`config.mk`:
```
export PLATFORM = sky130hd
export DESIGN_NAME = usb_rx_ctrl
export DESIGN_NICKNAME = d
export VERILOG_FILES = /design/src/rtl/usb_rx_ctrl_pkg.sv /design/src/rtl/usb_rx_ctrl_flex_counter.sv /design/src/rtl/usb_rx_ctrl.sv
export SDC_FILE = /design/constraint.sdc
export NUM_CORES = 1
export LEC_CHECK = 0
export ABC_AREA = 1
export CAP_MARGIN = 20
export CORE_MARGIN = 1.5
export CORE_UTILIZATION = 46
export CTS_CLUSTER_SIZE = 20
export DETAILED_ROUTE_END_ITERATION = 10
export PLACE_DENSITY = 0.91
export RECOVER_POWER = 25
export SYNTH_ARGS = -nofsm -noshare
export SYNTH_HDL_FRONTEND = slang
export SYNTH_HIERARCHICAL = 1
export SYNTH_SLANG_ARGS = --single-unit
```
`constraint.sdc`:
```
create_clock -name clk -period 1.5 [get_ports clk]
set_input_delay 0.3 -clock clk [delete_from_list [all_inputs] [get_ports clk]]
set_output_delay 0.3 -clock clk [all_outputs]
set_load 0.005 [all_outputs]
```
`src/rtl/usb_rx_ctrl_pkg.sv`:
```
// Shared PID/handshake codes, FSM state type and PID helpers for the USB 1.1
// receive transaction controller.
package usb_rx_pkg;

  localparam logic [3:0] NONE  = 4'd0;
  localparam logic [3:0] OUT   = 4'd1;
  localparam logic [3:0] IN    = 4'd2;
  localparam logic [3:0] DATA0 = 4'd3;
  localparam logic [3:0] DATA1 = 4'd4;
  localparam logic [3:0] ACK   = 4'd5;
  localparam logic [3:0] NAK   = 4'd6;
  localparam logic [3:0] SETUP = 4'd7;

  localparam logic [1:0] HS_NONE = 2'd0;
  localparam logic [1:0] HS_ACK  = 2'd1;
  localparam logic [1:0] HS_NAK  = 2'd2;

  typedef enum logic [1:0] {
    IDLE      = 2'd0,
    WAIT_DATA = 2'd1,
    RESPOND   = 2'd2
  } rx_ctrl_state_t;

  function automatic logic is_data_pid(input logic [3:0] pid);
    return (pid == DATA0) || (pid == DATA1);
  endfunction

  function automatic logic pid_toggle(input logic [3:0] pid);
    return (pid == DATA1);
  endfunction

endpackage

```
`src/rtl/usb_rx_ctrl_flex_counter.sv`:
```
// Generic up-counter with clear, enable and programmable rollover value.
// Synchronous active-low reset.
module flex_counter #(
  parameter int NUM_CNT_BITS = 4
) (
  input  logic                    clk,
  input  logic                    n_rst,
  input  logic                    clear,
  input  logic                    count_enable,
  input  logic [NUM_CNT_BITS-1:0] rollover_val,
  output logic [NUM_CNT_BITS-1:0] count_out,
  output logic                    rollover_flag
);

  always_ff @(posedge clk) begin
    if (!n_rst) begin
      count_out <= '0;
    end else if (clear) begin
      count_out <= '0;
    end else if (count_enable) begin
      if (count_out == rollover_val) count_out <= '0;
      else                           count_out <= count_out + 1'b1;
    end
  end

  assign rollover_flag = count_enable && (count_out == rollover_val);

endmodule

```
`src/rtl/usb_rx_ctrl.sv`:
```
// USB 1.1 OUT/SETUP receive transaction controller: payload forwarding, data
// toggle tracking and ACK/NAK decision. Optional WAIT_DATA timeout: USB_RX_CTRL_TIMEOUT_EN.
module usb_rx_ctrl
  import usb_rx_pkg::*;
#(
  parameter int MAX_BYTES      = 64,
  parameter int TIMEOUT_CYCLES = 1024
) (
  input  logic       clk,
  input  logic       n_rst,
  input  logic [3:0] RX_Packet,
  input  logic       RX_Data_Ready,
  input  logic       RX_Error,
  input  logic       Store_RX_Packet_Data,
  input  logic [7:0] RX_Packet_Data,
  input  logic       buf_ready,
  input  logic       tx_done,
  output logic       buf_w_en,
  output logic [7:0] buf_w_data,
  output logic       commit,
  output logic       flush,
  output logic [6:0] byte_count,
  output logic       tx_req,
  output logic [1:0] tx_packet,
  output logic       toggle
);

  localparam logic [6:0] MAX_CNT = 7'(MAX_BYTES);

  rx_ctrl_state_t state, state_nxt;

  logic       nak, nak_nxt;
  logic       ovf, ovf_nxt;
  logic       seen, seen_nxt;
  logic       w_en_nxt;
  logic [7:0] w_data_nxt;
  logic       commit_nxt;
  logic       flush_nxt;
  logic [6:0] count_nxt;
  logic       tx_req_nxt;
  logic [1:0] tx_packet_nxt;
  logic       toggle_nxt;
  logic       timeout;

`ifdef USB_RX_CTRL_TIMEOUT_EN
  localparam int TO_W = $clog2(TIMEOUT_CYCLES) + 1;

  logic [TO_W-1:0] unused_to_count;

  // Counter is held clear outside WAIT_DATA, so it restarts at 0 on each entry.
  flex_counter #(
    .NUM_CNT_BITS(TO_W)
  ) u_timeout (
    .clk          (clk),
    .n_rst        (n_rst),
    .clear        (state != WAIT_DATA),
    .count_enable (state == WAIT_DATA),
    .rollover_val (TO_W'(TIMEOUT_CYCLES - 1)),
    .count_out    (unused_to_count),
    .rollover_flag(timeout)
  );
`else
  logic unused_timeout_cycles;
  assign unused_timeout_cycles = ^TIMEOUT_CYCLES;
  assign timeout = 1'b0;
`endif

  always_ff @(posedge clk) begin
    if (!n_rst) begin
      state      <= IDLE;
      nak        <= 1'b0;
      ovf        <= 1'b0;
      seen       <= 1'b0;
      buf_w_en   <= 1'b0;
      buf_w_data <= 8'd0;
      commit     <= 1'b0;
      flush      <= 1'b0;
      byte_count <= 7'd0;
      tx_req     <= 1'b0;
      tx_packet  <= HS_NONE;
      toggle     <= 1'b0;
    end else begin
      state      <= state_nxt;
      nak        <= nak_nxt;
      ovf        <= ovf_nxt;
      seen       <= seen_nxt;
      buf_w_en   <= w_en_nxt;
      buf_w_data <= w_data_nxt;
      commit     <= commit_nxt;
      flush      <= flush_nxt;
      byte_count <= count_nxt;
      tx_req     <= tx_req_nxt;
      tx_packet  <= tx_packet_nxt;
      toggle     <= toggle_nxt;
    end
  end

  always_comb begin
    state_nxt     = state;
    nak_nxt       = nak;
    ovf_nxt       = ovf;
    seen_nxt      = seen;
    w_en_nxt      = 1'b0;
    w_data_nxt    = buf_w_data;
    commit_nxt    = 1'b0;
    flush_nxt     = 1'b0;
    count_nxt     = byte_count;
    tx_req_nxt    = tx_req;
    tx_packet_nxt = tx_packet;
    toggle_nxt    = toggle;

    unique case (state)
      IDLE: begin
        if (RX_Data_Ready && (RX_Packet == OUT || RX_Packet == SETUP)) begin
          state_nxt = WAIT_DATA;
          count_nxt = 7'd0;
          nak_nxt   = 1'b0;
          ovf_nxt   = 1'b0;
          seen_nxt  = 1'b0;
          if (RX_Packet == SETUP) toggle_nxt = 1'b0;
        end
      end

      WAIT_DATA: begin
        // Byte handling comes first so a same-cycle decision sees its effect.
        if (Store_RX_Packet_Data) begin
          seen_nxt = 1'b1;
          if (!seen && !buf_ready) nak_nxt = 1'b1;
          if (!nak_nxt) begin
            if (byte_count < MAX_CNT) begin
              w_en_nxt   = 1'b1;
              w_data_nxt = RX_Packet_Data;
              count_nxt  = byte_count + 7'd1;
            end else begin
              ovf_nxt = 1'b1;
            end
          end
        end

        if (RX_Error) begin
          flush_nxt = 1'b1;
          state_nxt = IDLE;
        end else if (RX_Data_Ready) begin
          if (is_data_pid(RX_Packet)) begin
            state_nxt  = RESPOND;
            tx_req_nxt = 1'b1;
            if (nak_nxt || ovf_nxt) begin
              flush_nxt     = 1'b1;
              tx_packet_nxt = HS_NAK;
            end else if (pid_toggle(RX_Packet) != toggle) begin
              // Host missed our last ACK and resent; ack it but drop the data.
              flush_nxt     = 1'b1;
              tx_packet_nxt = HS_ACK;
            end else begin
              commit_nxt    = 1'b1;
              tx_packet_nxt = HS_ACK;
              toggle_nxt    = ~toggle;
            end
          end else begin
            flush_nxt = 1'b1;
            state_nxt = IDLE;
          end
        end else if (timeout) begin
          flush_nxt = 1'b1;
          state_nxt = IDLE;
        end
      end

      RESPOND: begin
        if (tx_done) begin
          tx_req_nxt    = 1'b0;
          tx_packet_nxt = HS_NONE;
          state_nxt     = IDLE;
        end
      end

      default: state_nxt = IDLE;
    endcase
  end

endmodule

```
# Word-level counts from Yosys, hierarchy flattened
# Cells that the tools add are included.
[totals]
mem_bits_rw = 0
mem_bits_ro = 0
latch_bits = 0
wordCells = 110
memories = 0
inputBits = 19
reg_bits = 27
[classes]
shifts = 0
bitwise = 7
n_mul = 0
reduce_logical = 20
n_lt_le_gt_ge = 1
div = 0
add_sub_neg = 1
muxes = 50
n_eq_ne = 19
[ops]
columns = ["op", "n"]
rows = [
  ["$mux 1", 29],
  ["$mux 7", 4],
  ["$ne 2x2->1 const B", 11],
  ["$mux 2", 9],
  ["$pmux 7 s2", 1],
  ["$pmux 1 s2", 5],
  ["$reduce_and 5->1", 2],
  ["$eq 4x3->1 const B", 2],
  ["$reduce_and 8->1", 1],
  ["$add 7x1->7 const B", 1],
  ["$lt 7x7->1 const B", 1],
  ["$not 1->1", 7],
  ["$pmux 2 s3", 1],
  ["$reduce_and 3->1", 2],
  ["$reduce_or 6->1", 1],
  ["$eq 4x1->1 const B", 1],
  ["$eq 4x2->1 const B", 1],
  ["$pmux 2 s2", 1],
  ["$reduce_and 2->1", 2],
  ["$reduce_and 4->1", 1],
  ["$reduce_bool 2->1", 2],
  ["$reduce_or 4->1", 1],
  ["$logic_or 1x1->1", 3],
  ["$ne 3x3->1 const B", 1],
  ["6 further kinds", 8],
]

# Depth between registers and ports, before layout
# Gate-level depths: netlist of the first run.
[logic_depth]
depth_word = 14
depth_mapped = 10
mapped_depth_nobuf = 10

# Worst setup path after synthesis of the first run
# OpenSTA, ideal clock, no wires.
[synth_path]
path_type = "register -> register"
from = "register byte_count[0]"
to = "register byte_count[4]"
t_arrival_ns = 1.076
stages_incl_launch_ff = 7
slack_ns = 0.354
path_cell_list = "dfxtp_1 > ha_1 > nand3_1 > nand2_1 > nor3b_1 > nand2_1 > a21oi_1"
[synth_via]
elab_chain_cells = 5
[synth_rtl]
columns = ["element", "line_no", "text"]
rows = [
  ["start, declared", "usb_rx_ctrl.sv:22", "output logic [6:0] byte_count,"],
  ["start signal, assigned", "usb_rx_ctrl.sv:91", "byte_count <= count_nxt;"],
  ["$add 7x1->7", "usb_rx_ctrl.sv:133", "count_nxt = byte_count + 7'd1;"],
  ["$mux 7", "usb_rx_ctrl.sv:130", "if (byte_count < MAX_CNT) begin"],
  ["$mux 7", "usb_rx_ctrl.sv:129", "if (!nak_nxt) begin"],
  ["$mux 7", "usb_rx_ctrl.sv:126", "if (Store_RX_Packet_Data) begin"],
  ["$pmux 7 s2", "usb_rx_ctrl.sv:112", "unique case (state)"],
]
# Several ways; a longest one is shown, not always the timed one. The select of a mux whose other input is x is not followed.
# A chain may end at the register's enable or synchronous reset.

# Worst setup path in the final report of the first run
[layout_path]
from = "register flush"
to = "output flush"
[layout_rtl]
columns = ["element", "line_no", "text"]
rows = [
  ["start, declared", "usb_rx_ctrl.sv:21", "output logic flush,"],
  ["start signal, assigned", "usb_rx_ctrl.sv:90", "flush <= flush_nxt;"],
]
# No word-level cell between the ends.

==> results of run 1 <==
per-stage QoR:
stage,TNS (ns),worst slack (ns)
final,0,0.0350
after floorplan,0,0.354
after global routing,-0.000406,-0.000406
after CTS,0,0.00247
after global placement,-2.41,-0.137
after detailed placement,-3.30,-0.178
layout make-up:
cell class	count	area (µm²)	area share (%)
multi-input cells	132	677	34.6
flip-flops and latches	27	556	28.4
repair buffers	62	556	28.4
inverters	26	97.6	4.99
well taps	31	38.8	1.98
clock buffers	3	22.5	1.15
clock inverters	1	7.51	0.384
final timing paths:
| check | slack [ns] | end | from |
|---|---|---|---|
| hold / removal | 0.46 | ovf$_SDFFE_PN0P_ | ovf$_SDFFE_PN0P_ |
| setup / recovery | 0.03 | flush | flush$_SDFF_PN0_ |
| hold reg to reg | 0.46 | ovf$_SDFFE_PN0P_ | ovf$_SDFFE_PN0P_ |
| setup reg to reg | 0.16 | byte_count[4]$_SDFFE_PN0P_ | byte_count[0]$_SDFFE_PN0P_ |
cell families (layout without fill, tap and decap cells):
logic type      Yosys count  count (layout)
simple gates            102             102
fa+ha+maj                 1               1
flops                    27              27
xor+xnor                  1               1
compound gates           28              28
buf+inv                  28              92
power breakdown:
group          internal, mW  leakage (nW)  switching (mW)
logic                0.0847         0.737          0.0793
clock network         0.103        0.0139           0.232
registers             0.723         0.224         0.00313
total                 0.910         0.975           0.315
worst register-to-register path, delay by kind of cell, from the launching register on:
kind / cells / cell delay, ns
buf+inv: 1 / 0.13
flops: 1 / 0.35
fa+ha+maj: 1 / 0.22
simple gates: 4 / 0.46
compound gates: 1 / 0.12
timing repair:
| action | CTS | global route |
|---|---|---|
| resized for setup | 35 | 5 |
| hold buffers | 0 | 0 |
| endpoints found under the hold margin | 0 | 0 |
| endpoints found under the setup margin | 19 | 4 |
| buffers inserted | 6 | 0 |
| pin swaps | 0 | 0 |
routing by layer:
metal,vias up,GRT usage (%),part of all wire (%)
met1,613,24.5,44
li1,726,-,-
met5,-,0,0
met3,4,4.15,5.7
met2,34,36.9,49
met4,0,10.6,2.0
synth_stat cells:
| master | n | area, µm² |
|---|---|---|
| a21oi_1 | 15 | 75.1 |
| a21oi_2 | 2 | 17.5 |
| buf_6 | 1 | 11.3 |
| clkbuf_1 | 1 | 3.75 |
| dfxtp_1 | 27 | 541 |
| ha_1 | 1 | 12.5 |
| inv_1 | 18 | 67.6 |
| inv_2 | 8 | 30.0 |
| nand2_1 | 33 | 124 |
| nand2_2 | 3 | 18.8 |
| nand2_4 | 2 | 22.5 |
| nand3_1 | 17 | 85.1 |
| nand3_2 | 2 | 20.0 |
| nand3_4 | 2 | 35.0 |
| nand3b_1 | 1 | 7.51 |
| nand4_1 | 2 | 12.5 |
| nor2_1 | 34 | 128 |
| nor2_2 | 1 | 6.26 |
| nor2_4 | 3 | 33.8 |
| nor3_1 | 1 | 5.00 |
| nor3b_1 | 1 | 7.51 |
| o21a_1 | 1 | 7.51 |
| o21ai_0 | 2 | 10.0 |
| o21ai_1 | 8 | 40.0 |
| xor2_1 | 1 | 8.76 |
placed cells by master (no fill, tap or decap), drive strengths merged, types with 2 or more instances in the layout:
cell / count
inv: 26
dfxtp: 27
dlymetal6s2s: 4
nor2: 38
nand3: 21
clkbuf: 4
buf: 21
dlygate4sd3: 2
o21ai: 10
clkdlybuf4s50: 18
dlygate4sd2: 16
nand4: 2
a21oi: 17
nand2: 38
flip-flops by register name, summed over array words and instances, names as in the netlist:
| signal | flops |
|---|---|
| ovf | 1 |
| flush | 1 |
| seen | 1 |
| toggle | 1 |
| buf_w_data | 8 |
| state | 2 |
| nak | 1 |
| commit | 1 |
| tx_packet | 2 |
| byte_count | 7 |
| tx_req | 1 |
| buf_w_en | 1 |
==> impl_metrics.yaml, run 1 <==
placed_design:
  dp_hpwl_um: 2340
  place_area_um2: 1870
  port_buffers: 40
  placed_cells: 272
  gp_congestion: 0.823
logic_synthesis:
  synth_xor_area_share_pct: 0.659
  synth_top_family_by_area: "simple AND/OR/NAND/NOR gates"
  synthSimpleGateAreaFrac_pct: 38.0
  synth_area_um2: 1330
  syn_inst: 187
  yosys_warnings: 6
  synth.lib_cells_used.distinct: 25
  synthAdderAreaFrac_pct: 0.941
  synth_compound_area_share_pct: 11.3
  avgSynthCellArea_um2: 7.11
  syn_nets: 207
  seq_area_frac_synth_pct: 40.6
  synth-seq-cells: 27
  synthMuxAreaShare_pct: 0
critical_path:
  crit_cells: 1
  worstSetupEndpointType: "output pin"
  worstPathCellList: "clkdlybuf4s50_1"
  reg2reg_depth: 7
  cp_slowest_cell: "clkdlybuf4s50_1"
  cp.arrival_ns: 1.17
  slowest_delay_ns: 0.49
  cp.required_ns: 1.20
  path_max_fanout: 1
  startpoint_type: "register"
  critical_path.top_delay_family: "buffers and inverters"
  critPathKind: "reg2out"
  crit_buf_inv: 1
global_route:
  grt_max_degree: 17
  grt_use_total_pct: 21.2
  grt_pass1_vias: 1310
  grt-ovfl-total: 0
  grt_pass1_wl_um: 5340
  antenna_found_initial: 0
final_layout:
  num_antenna_cells: 0
  fillCellCount: 239
  layout.cells.non_filler: 282
  drive_above_1_share_pct: 24.3
  fin_util_pct: 70.9
  final_nets: 272
  stdcell_area_um2: 1950
  areaGrowthSynthToFinish_pct: 46.9
power_and_ir_drop:
  power_density_nw_per_um2: 627
  ir_worst_vdd_v: 0.000580
  cellLeakagePower_nw: 0.975
  total_power_mw: 1.22
floorplan:
  dieArea_um2: 3220
  initial_core_util_pct: 48.2
  fp-row-count: 19
  core_um2: 2760
  ios: 41
  die_height_um: 56.8
  die_width_um: 56.8
timing:
  tightest_slew_ns: 0.260
  max_freq_ghz: 0.683
  fin_crit_ns: 1.47
  clock_skew_ns: 0.00590
  setup_viol: 0
  hold_ws_ns: 0.464
  finalCritPeriodShare_pct: 97.7
  hold_violations: 0
  maxSlewViolCount: 0
  relSlewSlack_pct: 82.6
min_path:
  min_path_type: "reg2reg"
  whs_path_depth: 2
routing:
  avgRoutedWirePerCell_um: 11.2
  dr.pass1.iters: 4
  avgViaCountPerCell: 4.88
  drcViolationCount: 0
  initialDrtViolationCount: 41
  via_count: 1377
  routed_wl_um: 3150
  ant_nets: 0
outcome:
  outcome: "finished clean"
cts:
  clock-sinks: 27
  clk_latency_ns: 0.35
  cts_tree: "built"
  htree_levels: 1
  root_buffer: "clkbuf_4"
  clkSlewWorstSetupHoldPaths_ns: 0.14
  numCtsBuffers: 3
  clockBufferDepth: 2
run:
  drv_cap: 0
Power figures use the tool's default switching activity.
==> run 2, diff against run 1 <==
==> constraint.sdc (replaced) <==
create_clock -name clk -period 1.5 [get_ports clk]
set_input_delay 0.225 -clock clk [delete_from_list [all_inputs] [get_ports clk]]
set_output_delay 0.225 -clock clk [all_outputs]
set_load 0.005 [all_outputs]
==> impl_metrics.yaml, run 2 (synthesized netlist as in run 1, its figures left out) <==
outcome:
  outcome: "finished clean"
critical_path:
  startpoint: "byte_count[1]$_SDFFE_PN0P_"
  cp_slowest_cell: "clkdlybuf4s50_1"
  critical_path.top_delay_family: "buffers and inverters"
  crit_buf_inv: 1
  worstPathCellList: "clkdlybuf4s50_1"
  path_max_fanout: 4
  slowest_delay_ns: 0.50
  r2r_slack_ns: 0.19
  cp.required_ns: 1.27
  cp.arrival_ns: 1.23
  startpoint_type: "register"
  worstSetupEndpointType: "output pin"
  critPathKind: "reg2out"
  r2r-start: "state[0]$_SDFFE_PN0P_"
cts:
  cts_hold_buf: 0
  clockBufferDepth: 2
  root_buffer: "clkbuf_4"
  clk_latency_ns: 0.33
  htree_levels: 1
  clkSlewWorstSetupHoldPaths_ns: 0.15
  numCtsBuffers: 3
  cts_tree: "built"
  clock-sinks: 27
timing:
  clock_skew_ns: 0.00730
  hold_violations: 0
  setup_viol: 0
  maxSlewViolCount: 0
  fin_crit_ns: 1.45
  hold_ws_ns: 0.468
  grt_setup_unrepaired: "no"
  max_freq_ghz: 0.688
  tightest_slew_ns: 0.256
  relSlewSlack_pct: 82.8
  finalCritPeriodShare_pct: 97.0
final_layout:
  final_nets: 261
  fin_util_pct: 67.6
  layout_common_cells: "38 x clkdlybuf4s50_1, 34 x nor2_1, 33 x nand2_1, 20 x dfxtp_1"
  areaGrowthSynthToFinish_pct: 40.2
  largest_reg_flops: 8
  regMostFlops: "buf_w_data"
  reg.largest.list: "buf_w_data (8), byte_count (7)"
  layout_commonest_cell: "clkdlybuf4s50_1"
  num_antenna_cells: 0
  fillCellCount: 243
  drive_above_1_share_pct: 17.1
floorplan:
  ios: 41
  die_height_um: 56.8
  die_width_um: 56.8
  core_um2: 2760
  fp-row-count: 19
  dieArea_um2: 3220
  initial_core_util_pct: 48.2
routing:
  ant_nets: 0
  initialDrtViolationCount: 29
  avgViaCountPerCell: 4.91
  via_count: 1331
  avgRoutedWirePerCell_um: 11.1
  dr.pass1.iters: 4
  routed_wl_um: 3010
  drcViolationCount: 0
power_and_ir_drop:
  cellLeakagePower_nw: 0.780
  power_density_nw_per_um2: 643
  ir_worst_vdd_v: 0.000528
global_route:
  grt_pass1_wl_um: 4840
  antenna_found_initial: 0
  grt_max_degree: 17
  grt-ovfl-total: 0
  grt_pass1_vias: 1176
  grt_use_total_pct: 19.0
placed_design:
  dp_hpwl_um: 2330
  gp_congestion: 0.809
  port_buffers: 40
min_path:
  min_from: "RX_Packet_Data[7]"
  min_path_type: "in2reg"
run:
  drv_cap: 0
## run 2: cell types whose count changed in the layout (fill, tap and decap cells not counted), moves of 2 or more
| cell | delta |
|---|---|
| dfxtp_1 | +5 |
| dfxtp_4 | +3 |
| nand3_1 | +2 |
| dfxtp_2 | -8 |
| dlymetal6s2s_1 | -3 |
| buf_4 | -12 |
| dlygate4sd2_1 | -16 |
| clkdlybuf4s50_1 | +20 |
## run 2: metal layers
layer / vias up / track usage (%) / part of all wire, % / routed length [µm]
met2: 34 / 34.2 / 49 / 1460
met1: 594 / 22.5 / 45 / 1350
met4: 0 / 6.98 / 1.1 / 32
met3: 2 / 3.00 / 5.3 / 158
met5: - / 0 / 0 / 0
li1: 701 / - / - / -
## run 2: report_power, final
| part | leakage (nW) | internal, mW | total [mW] | switching, mW |
|---|---|---|---|---|
| clock | 0.0139 | 0.102 | 0.322 | 0.220 |
| combinational | 0.544 | 0.0808 | 0.155 | 0.0744 |
| sequential | 0.222 | 0.718 | 0.722 | 0.00459 |
| total | 0.780 | 0.901 | 1.20 | 0.299 |
## run 2: layout make-up
| type | instances | area (µm²) | area share, % |
|---|---|---|---|
| clock buffer | 3 | 22.5 | 1.21 |
| clock inverter | 1 | 7.51 | 0.403 |
| inverter | 26 | 97.6 | 5.23 |
| multi-input combinational | 132 | 659 | 35.4 |
| sequential | 27 | 557 | 29.9 |
| tap | 31 | 38.8 | 2.08 |
| timing repair buffer | 51 | 482 | 25.8 |
## run 2: repair_timing
action	in CTS	in global routing
endpoints found under the hold margin	0	0
endpoints found under the setup margin	7	5
buffers inserted	0	1
gates resized for setup	7	6
## run 2: stage by stage
step	TNS (ns)	cells	worst slack (ns)	power (mW)	cell area, µm²
floorplan	0	187	0.354	0.810	1330
global placement	-0.644	266	-0.0663	0.898	1830
detailed placement	-1.48	266	-0.115	0.902	1830
CTS	0	270	0.00948	1.23	1870
global route	0	271	0.000752	1.26	1860
finish	0	271	0.0456	1.20	1860
## run 2: worst min-delay path, cell delays in order
cell and delay (ns):
clkdlybuf4s50_1 0.39, o21ai_1 0.12, nor2_1 0.04
## run 2: path summary, 6_finish.rpt
path,to,cells past startpoint
max,byte_count[1],1
min,buf_w_data[7]$_SDFFE_PN0P_,3
max reg2reg,buf_w_data[2]$_SDFFE_PN0P_,6
min reg2reg,ovf$_SDFFE_PN0P_,2
==> run 3, diff against run 2 <==
--- a/config.mk
+++ b/config.mk
@@ -7,7 +7,7 @@
 export LEC_CHECK = 0
 export ABC_AREA = 1
 export CAP_MARGIN = 20
-export CORE_MARGIN = 1.5
+export CORE_MARGIN = 10
 export CORE_UTILIZATION = 46
 export CTS_CLUSTER_SIZE = 20
 export DETAILED_ROUTE_END_ITERATION = 10
==> impl_metrics.yaml, run 3 (synthesized netlist as in run 1, its figures left out) <==
min_path:
  min_from: "tx_packet[0]$_SDFFE_PN0P_"
  min_path_type: "reg2reg"
timing:
  finalCritPeriodShare_pct: 96.5
  clock_skew_ns: 0.00785
  fin_crit_ns: 1.45
  worst_slack_ns: 0.0530
  relSlewSlack_pct: 82.7
  tightest_slew_ns: 0.258
  setup_viol: 0
  hold_violations: 0
  hold_ws_ns: 0.471
  maxSlewViolCount: 0
  max_freq_ghz: 0.691
critical_path:
  cp_slowest_cell: "clkdlybuf4s50_1"
  worstPathCellList: "clkdlybuf4s50_1"
  slowest_delay_ns: 0.50
  path_max_fanout: 5
  critical_path.top_delay_family: "buffers and inverters"
  r2r-start: "byte_count[1]$_SDFFE_PN0P_"
  worstSetupEndpointType: "output pin"
  cp.arrival_ns: 1.22
  r2r_slack_ns: 0.18
  startpoint: "byte_count[2]$_SDFFE_PN0P_"
  crit_buf_inv: 1
  cp.required_ns: 1.27
  startpoint_type: "register"
  critPathKind: "reg2out"
power_and_ir_drop:
  cellLeakagePower_nw: 0.809
  total_power_mw: 1.21
  power_density_nw_per_um2: 632
  ir_worst_vdd_v: 0.000612
cts:
  numCtsBuffers: 3
  clk_latency_ns: 0.33
  root_buffer: "clkbuf_4"
  clockBufferDepth: 2
  cts_hold_buf: 0
  cts_tree: "built"
  clock-sinks: 27
  clkSlewWorstSetupHoldPaths_ns: 0.15
  htree_levels: 1
routing:
  avgRoutedWirePerCell_um: 12.4
  dr.pass1.iters: 4
  ant_nets: 0
  initialDrtViolationCount: 53
  routed_wl_um: 3430
  drcViolationCount: 0
  via_count: 1347
  avgViaCountPerCell: 4.88
floorplan:
  ios: 41
  core_um2: 2760
  dieArea_um2: 5440
  fp-row-count: 19
  initial_core_util_pct: 48.2
  die_height_um: 73.8
  die_width_um: 73.8
global_route:
  antenna_found_initial: 0
  grt_pass1_wl_um: 5690
  grt_max_degree: 17
  grt_pass1_vias: 1363
  grt-ovfl-total: 0
  grt_use_total_pct: 12.6
placed_design:
  pre_cts_slack_ns: -0.0867
  port_buffers: 40
  dp_hpwl_um: 2650
  placed_cells: 268
  gp_congestion: 0.815
run:
  drv_cap: 0
final_layout:
  drive_above_1_share_pct: 20.0
  layout_commonest_cell: "clkdlybuf4s50_1"
  regMostFlops: "buf_w_data"
  fillCellCount: 233
  layout.cells.non_filler: 276
  reg.largest.list: "buf_w_data (8), byte_count (7)"
  areaGrowthSynthToFinish_pct: 43.7
  final_nets: 266
  num_antenna_cells: 0
  layout_common_cells: "36 x clkdlybuf4s50_1, 35 x nor2_1, 34 x nand2_1, 19 x dfxtp_1, 18 x inv_1"
  largest_reg_flops: 8
outcome:
  outcome: "finished clean"
-- run 3: changes by cell type in the layout (fill, tap and decap cells not counted), moves of 2 or more --
cell	delta
dfxtp_2	+3
nand3_1	-2
dfxtp_4	-2
dlygate4sd3_1	+2
buf_4	+6
clkdlybuf4s50_1	-2
-- run 3: final timing paths --
path         depth (start not counted)                         end
max                                  1               byte_count[2]
min                                  2   tx_packet[0]$_SDFFE_PN0P_
max reg2reg                          7  byte_count[4]$_SDFFE_PN0P_
min reg2reg                          2   tx_packet[0]$_SDFFE_PN0P_
-- run 3: power breakdown --
part | internal [mW] | total (mW) | switching (mW)
combinational | 0.0833 | 0.160 | 0.0766
clock | 0.102 | 0.323 | 0.221
sequential | 0.721 | 0.725 | 0.00414
total | 0.906 | 1.21 | 0.302
-- run 3: repair_timing --
| action | 4_1_cts | 5_1_grt |
|---|---|---|
| gates resized for setup | 6 | 6 |
| buffers inserted | 0 | 4 |
| setup endpoints to repair | 5 | 8 |
| endpoints found under the hold margin | 0 | 0 |
-- run 3: cell type report --
class	instances	area [µm²]	area share [%]
Clock buffer	3	22.5	1.18
Clock inverter	1	7.51	0.393
Multi-Input combinational cell	132	672	35.1
Timing Repair Buffer	56	520	27.2
Inverter	26	97.6	5.10
Sequential cell	27	553	28.9
Tap cell	31	38.8	2.03
-- run 3: through the flow --
step           util [%]  cell area [µm²]  TNS [ns]
6_report           69.3             1910         0
3_3_place_gp       66.9             1840    -0.672
3_5_place_dp       66.9             1840     -1.29
5_1_grt            69.3             1910  -0.00502
2_1_floorplan         -             1330         0
4_1_cts            68.3             1880         0
-- run 3: layer usage --
layer | up-vias | share of wire [%] | global-route usage [%]
li1 | 709 | - | -
met1 | 602 | 41 | 13.0
met2 | 34 | 51 | 22.7
met3 | 2 | 8.3 | 4.85
met4 | 0 | 0.38 | 3.73
met5 | - | 0 | 0
